## src/rtl/alu_rr_sequencer.sv

```systemverilog
// Round-robin front end for a shared combinational ALU: arbitrates two requesters,
// holds the winner's operands on the ALU for ALU_LAT cycles, and returns the result.
module alu_rr_sequencer #(
  parameter int WIDTH   = 16,
  parameter int ALU_LAT = 2
) (
  input  logic             clk,
  input  logic             rst_n,
  input  logic             req0_valid,
  output logic             req0_ready,
  input  logic [WIDTH-1:0] req0_a,
  input  logic [WIDTH-1:0] req0_b,
  input  logic [1:0]       req0_op,
  input  logic             req1_valid,
  output logic             req1_ready,
  input  logic [WIDTH-1:0] req1_a,
  input  logic [WIDTH-1:0] req1_b,
  input  logic [1:0]       req1_op,
  output logic             rsp0_valid,
  input  logic             rsp0_ready,
  output logic [WIDTH-1:0] rsp0_data,
  output logic             rsp1_valid,
  input  logic             rsp1_ready,
  output logic [WIDTH-1:0] rsp1_data,
  output logic [WIDTH-1:0] alu_a,
  output logic [WIDTH-1:0] alu_b,
  output logic [1:0]       alu_s,
  input  logic [WIDTH-1:0] alu_out,
  output logic             busy,
  output logic [1:0]       state_dbg
);

  // Handshakes: a transfer happens on a rising edge where valid and ready are both
  // high; the sender holds valid and payload stable until then, and ready may
  // depend combinationally on valid.

  typedef enum logic [1:0] {
    IDLE  = 2'd0,
    ISSUE = 2'd1,
    RESP  = 2'd2
  } state_t;

  localparam logic [3:0] CNT_INIT = 4'(ALU_LAT - 1);

  state_t           state;
  state_t           state_nxt;
  logic             rr_ptr;
  logic             owner;
  logic [3:0]       cnt;
  logic [WIDTH-1:0] a_reg;
  logic [WIDTH-1:0] b_reg;
  logic [1:0]       op_reg;
  logic [WIDTH-1:0] result_reg;

  logic grant0;
  logic grant1;
  logic accept;
  logic rsp_hs;

  // rr_ptr only breaks ties; a lone requester always wins.
  assign grant0 = req0_valid & (~req1_valid | ~rr_ptr);
  assign grant1 = req1_valid & (~req0_valid | rr_ptr);
  assign accept = (state == IDLE) & (grant0 | grant1);
  assign rsp_hs = (state == RESP) & (owner ? rsp1_ready : rsp0_ready);

  always_ff @(posedge clk or negedge rst_n) begin
    if (!rst_n) begin
      state <= IDLE;
    end else begin
      state <= state_nxt;
    end
  end

  always_comb begin
    state_nxt = state;
    unique case (state)
      IDLE:    if (accept) state_nxt = ISSUE;
      ISSUE:   if (cnt == 4'd0) state_nxt = RESP;
      RESP:    if (rsp_hs) state_nxt = IDLE;
      default: state_nxt = IDLE;
    endcase
  end

  // Operand registers load only on the accept edge, so the ALU inputs stay frozen
  // through ISSUE, RESP and the following IDLE.
  always_ff @(posedge clk or negedge rst_n) begin
    if (!rst_n) begin
      rr_ptr     <= 1'b0;
      owner      <= 1'b0;
      cnt        <= 4'd0;
      a_reg      <= '0;
      b_reg      <= '0;
      op_reg     <= 2'd0;
      result_reg <= '0;
    end else if (accept) begin
      a_reg  <= grant1 ? req1_a : req0_a;
      b_reg  <= grant1 ? req1_b : req0_b;
      op_reg <= grant1 ? req1_op : req0_op;
      owner  <= grant1;
      rr_ptr <= ~grant1;
      cnt    <= CNT_INIT;
    end else if (state == ISSUE) begin
      if (cnt == 4'd0) begin
        result_reg <= alu_out;
      end else begin
        cnt <= cnt - 4'd1;
      end
    end
  end

  always_comb begin
    req0_ready = (state == IDLE) & grant0;
    req1_ready = (state == IDLE) & grant1;
    rsp0_valid = (state == RESP) & ~owner;
    rsp1_valid = (state == RESP) & owner;
    rsp0_data  = rsp0_valid ? result_reg : '0;
    rsp1_data  = rsp1_valid ? result_reg : '0;
    busy       = (state != IDLE);
    state_dbg  = state;
  end

  assign alu_a = a_reg;
  assign alu_b = b_reg;
  assign alu_s = op_reg;

endmodule

```

## config.mk

```make
export PLATFORM = sky130hd
export DESIGN_NAME = alu_rr_sequencer
export DESIGN_NICKNAME = d
export VERILOG_FILES = /design/src/rtl/alu_rr_sequencer.sv
export SDC_FILE = /design/constraint.sdc
export NUM_CORES = 1
export LEC_CHECK = 0
export CORE_ASPECT_RATIO = 0.8
export CORE_UTILIZATION = 36
export CTS_BUF_LIST = sky130_fd_sc_hd__clkbuf_4 sky130_fd_sc_hd__clkbuf_8
export CTS_CLUSTER_DIAMETER = 80
export DETAILED_ROUTE_END_ITERATION = 10
export PLACE_DENSITY = 0.88
export RECOVER_POWER = 100
export SLEW_MARGIN = 20
export SYNTH_ARGS = -nofsm -noshare
export SYNTH_HDL_FRONTEND = slang
export SYNTH_SLANG_ARGS = --single-unit
export TNS_END_PERCENT = 20
```

## constraint.sdc

```tcl
create_clock -name clk -period 1.38 [get_ports clk]
set_input_delay 0.276 -clock clk [delete_from_list [all_inputs] [get_ports clk]]
set_output_delay 0.276 -clock clk [all_outputs]
set_load 0.02 [all_outputs]
```

==> out/metrics.yaml, run 1 <==
timing:
  worst_slack_ps: -382
  setup_viol: 92
  fin_crit_sh_pct: 128
  hold_viol_final: 0
  clock_skew_ps: 7.21
  period_needed_ps: 1760
  hold_ws_ps: 447
  worst-slew-pin-transition_ps: 435
  timing.fmax_ghz: 0.567
  slew_viol_final: 0
  rsz0062_at_grt: "true"
  relSlewSlack_pct: 71.0
pwr:
  power-per-cell-area_nw_per_um2: 1900
  leakage_nw: 2.34
  ir_drop_mv: 0.906
floorplan:
  fp.dieW_um: 102
  core_area_um2: 7570
  ios: 163
  fp-row-count: 28
  dieArea_um2: 8340
  start_util_pct: 37.9
  die_y_um: 81.9
worst_setup_path:
  cp.buffers_inverters: 2
  crit_fanout: 9
  reg2reg_slack_ps: -270
  crit_type: "flop to output pin"
  crit_top_cell: "buf_6"
  critical_path_required_ps: 1100
  slowest_stage: "dfrtp_2"
  crit_family: "flip-flops"
  worstSetupStartpointType: "flop"
  cpPeakStageDelay_ps: 460
  endpoint_kind: "output pin"
  crit_arrival_ps: 1490
  path_cells: "nor3b_4 > buf_6 > and2_4 > buf_6"
cells_and_area:
  multi_input_area_um2: 1440
  n_fill_cell: 587
  antenna_cells: 0
  fin_cells: 562
  register_area_um2: 1450
  final_nets: 544
  fin_area_um2: 5250
  utilization_pct: 69.4
  layout-drive-gt1-share_pct: 36.8
  area_growth_syn_to_layout_pct: 82.8
synth:
  syn_inst: 260
  synth_seq_cells: 58
  synth_seq_area_share_pct: 50.5
  syn-cell-area_um2: 2870
  async_reset_ff_share_pct: 100
  syn-num-nets: 351
  synthFlopType: "dfrtp_1"
  yosysUniqueCellTypes: 34
  syn_area_per_cell_um2: 11.0
  ys_warn_count: 0
  synth_edf_count: 0
hold_path:
  hold_path.class: "primary input to asynchronous set/reset pin"
cts:
  clockBufferDepth: 2
  numCtsBuffers: 9
  clock_latency_ps: 330
  h-tree-depth: 3
  cts_tree: "built"
  cts_sinks: 58
  cts.root.buffer_cell: "clkbuf_8"
  cts.clk_slew.worst_paths_ps: 70
routing:
  dr.pass1.iters: 4
  ant_nets: 0
  wl_per_cell_um: 17.6
  drc: 0
  viasPerCell: 5.18
  vias: 2911
  drt_iter0_markers: 87
  routed_wirelength_um: 9900
grt:
  grtUsageTotal_pct: 23.6
  antenna_found_initial: 0
  grt_pass1_vias: 2927
  grt_overflow: 0
  grt_max_degree: 34
  grt_pass1_wl_um: 14900
place:
  gp_congestion: 0.729
  placed_cells: 534
  place.detailed.hpwl_um: 6720
  port_buffers: 162
  pre_cts_slack_ps: -678
  place_area_um2: 4850
flow_run:
  maxCapViolCount: 0
run_status:
  status: "complete, but fails checks"
  violations: "setup timing"
==> synthesized netlist by cell type (2+ instances only) <==
cell	count	area, µm²
nand2b_1	3	18.8
o221ai_1	2	17.5
o21bai_1	2	15.0
buf_6	4	45.0
mux2_2	16	180
nand3_1	11	55.1
a31oi_1	11	68.8
clkbuf_1	12	45.0
buf_2	4	20.0
and2b_1	2	15.0
and2_1	32	200
nor2_1	3	11.3
a221o_1	23	230
a21boi_0	23	173
o21ai_0	15	75.1
inv_1	7	26.3
buf_4	2	15.0
dfrtp_1	58	1450
a21oi_1	15	75.1
==> metal layers <==
| metal | GRT usage [%] | up-vias | wire (µm) |
|---|---|---|---|
| li1 | - | 1342 | - |
| met5 | 0 | - | 0 |
| met2 | 43.8 | 136 | 5170 |
| met1 | 25.9 | 1421 | 3870 |
| met3 | 7.66 | 12 | 753 |
| met4 | 7.14 | 0 | 108 |
==> worst paths after layout <==
path	from	end	cells after the start
worst min-delay path	rst_n	result_reg[9]	2
min in group clk	req0_b[2]	alu_b[2]	3
max in group asynchronous	rst_n	state_dbg[0]	3
worst max-delay path	state_dbg[0]	rsp0_data[15]	4
worst min register to register	result_reg[2]	result_reg[2]	1
worst max register to register	state_dbg[1]	alu_b[14]	8
==> power by group <==
group / internal, mW / total, mW / switching, mW
Clock: 0.750 / 1.41 / 0.658
Sequential: 2.55 / 3.17 / 0.618
Combinational: 2.78 / 5.42 / 2.63
==> cell type report <==
class                           instances  area share [%]
Multi-Input combinational cell        172            27.3
Clock inverter                          3           0.286
Sequential cell                        58            27.7
Inverter                                8           0.620
Tap cell                              105            2.50
Timing Repair Buffer                  204            38.5
Clock buffer                           12            3.03
==> cells in the final DEF, fill, tap and decap left out, drive strengths merged, types with 15 or more instances in the layout <==
cell type,n
a221o,23
a21boi,23
clkbuf,15
buf,77
o21ai,15
a21oi,15
clkdlybuf4s50,87
and2,32
dfrtp,58
dlygate4sd2,35
mux2,16
==> through the flow <==
stage                     total power, mW  TNS [ps]
after CTS                            9.75    -19130
after global placement               8.03    -33320
after detailed placement             8.27    -36550
final                                10.0    -21150
after global routing                 10.6    -27370
after floorplan                      5.82     -4280
==> what timing repair did <==
item / CTS / global route
pin swaps: 7 / 9
gates cloned: 1 / 0
endpoints found under the hold margin: 16 / 0
setup endpoints to repair: 130 / 95
gates resized for setup: 304 / 28
setup buffers: 9 / 4
hold buffers: 1 / 0
==> logic make-up (layout without fill, tap and decap cells) <==
| group | count (synthesis) | after routing | synth area share [%] |
|---|---|---|---|
| buffers and inverters | 30 | 227 | 5.49 |
| AOI/OAI and AO/OA | 91 | 91 | 22.8 |
| and+or+nand+nor | 63 | 63 | 14.1 |
| muxes | 17 | 17 | 6.62 |
| adders and majority gates | 1 | 1 | 0.436 |
| DFF | 58 | 58 | 50.5 |
(Power assumes the default switching activity.)
==> inputs of run 2 (changes only) <==
Settings changed: CTS_CLUSTER_SIZE set to 16.
==> results of run 2 <==
Final layout, timing and power as in run 1 (identical DEF).
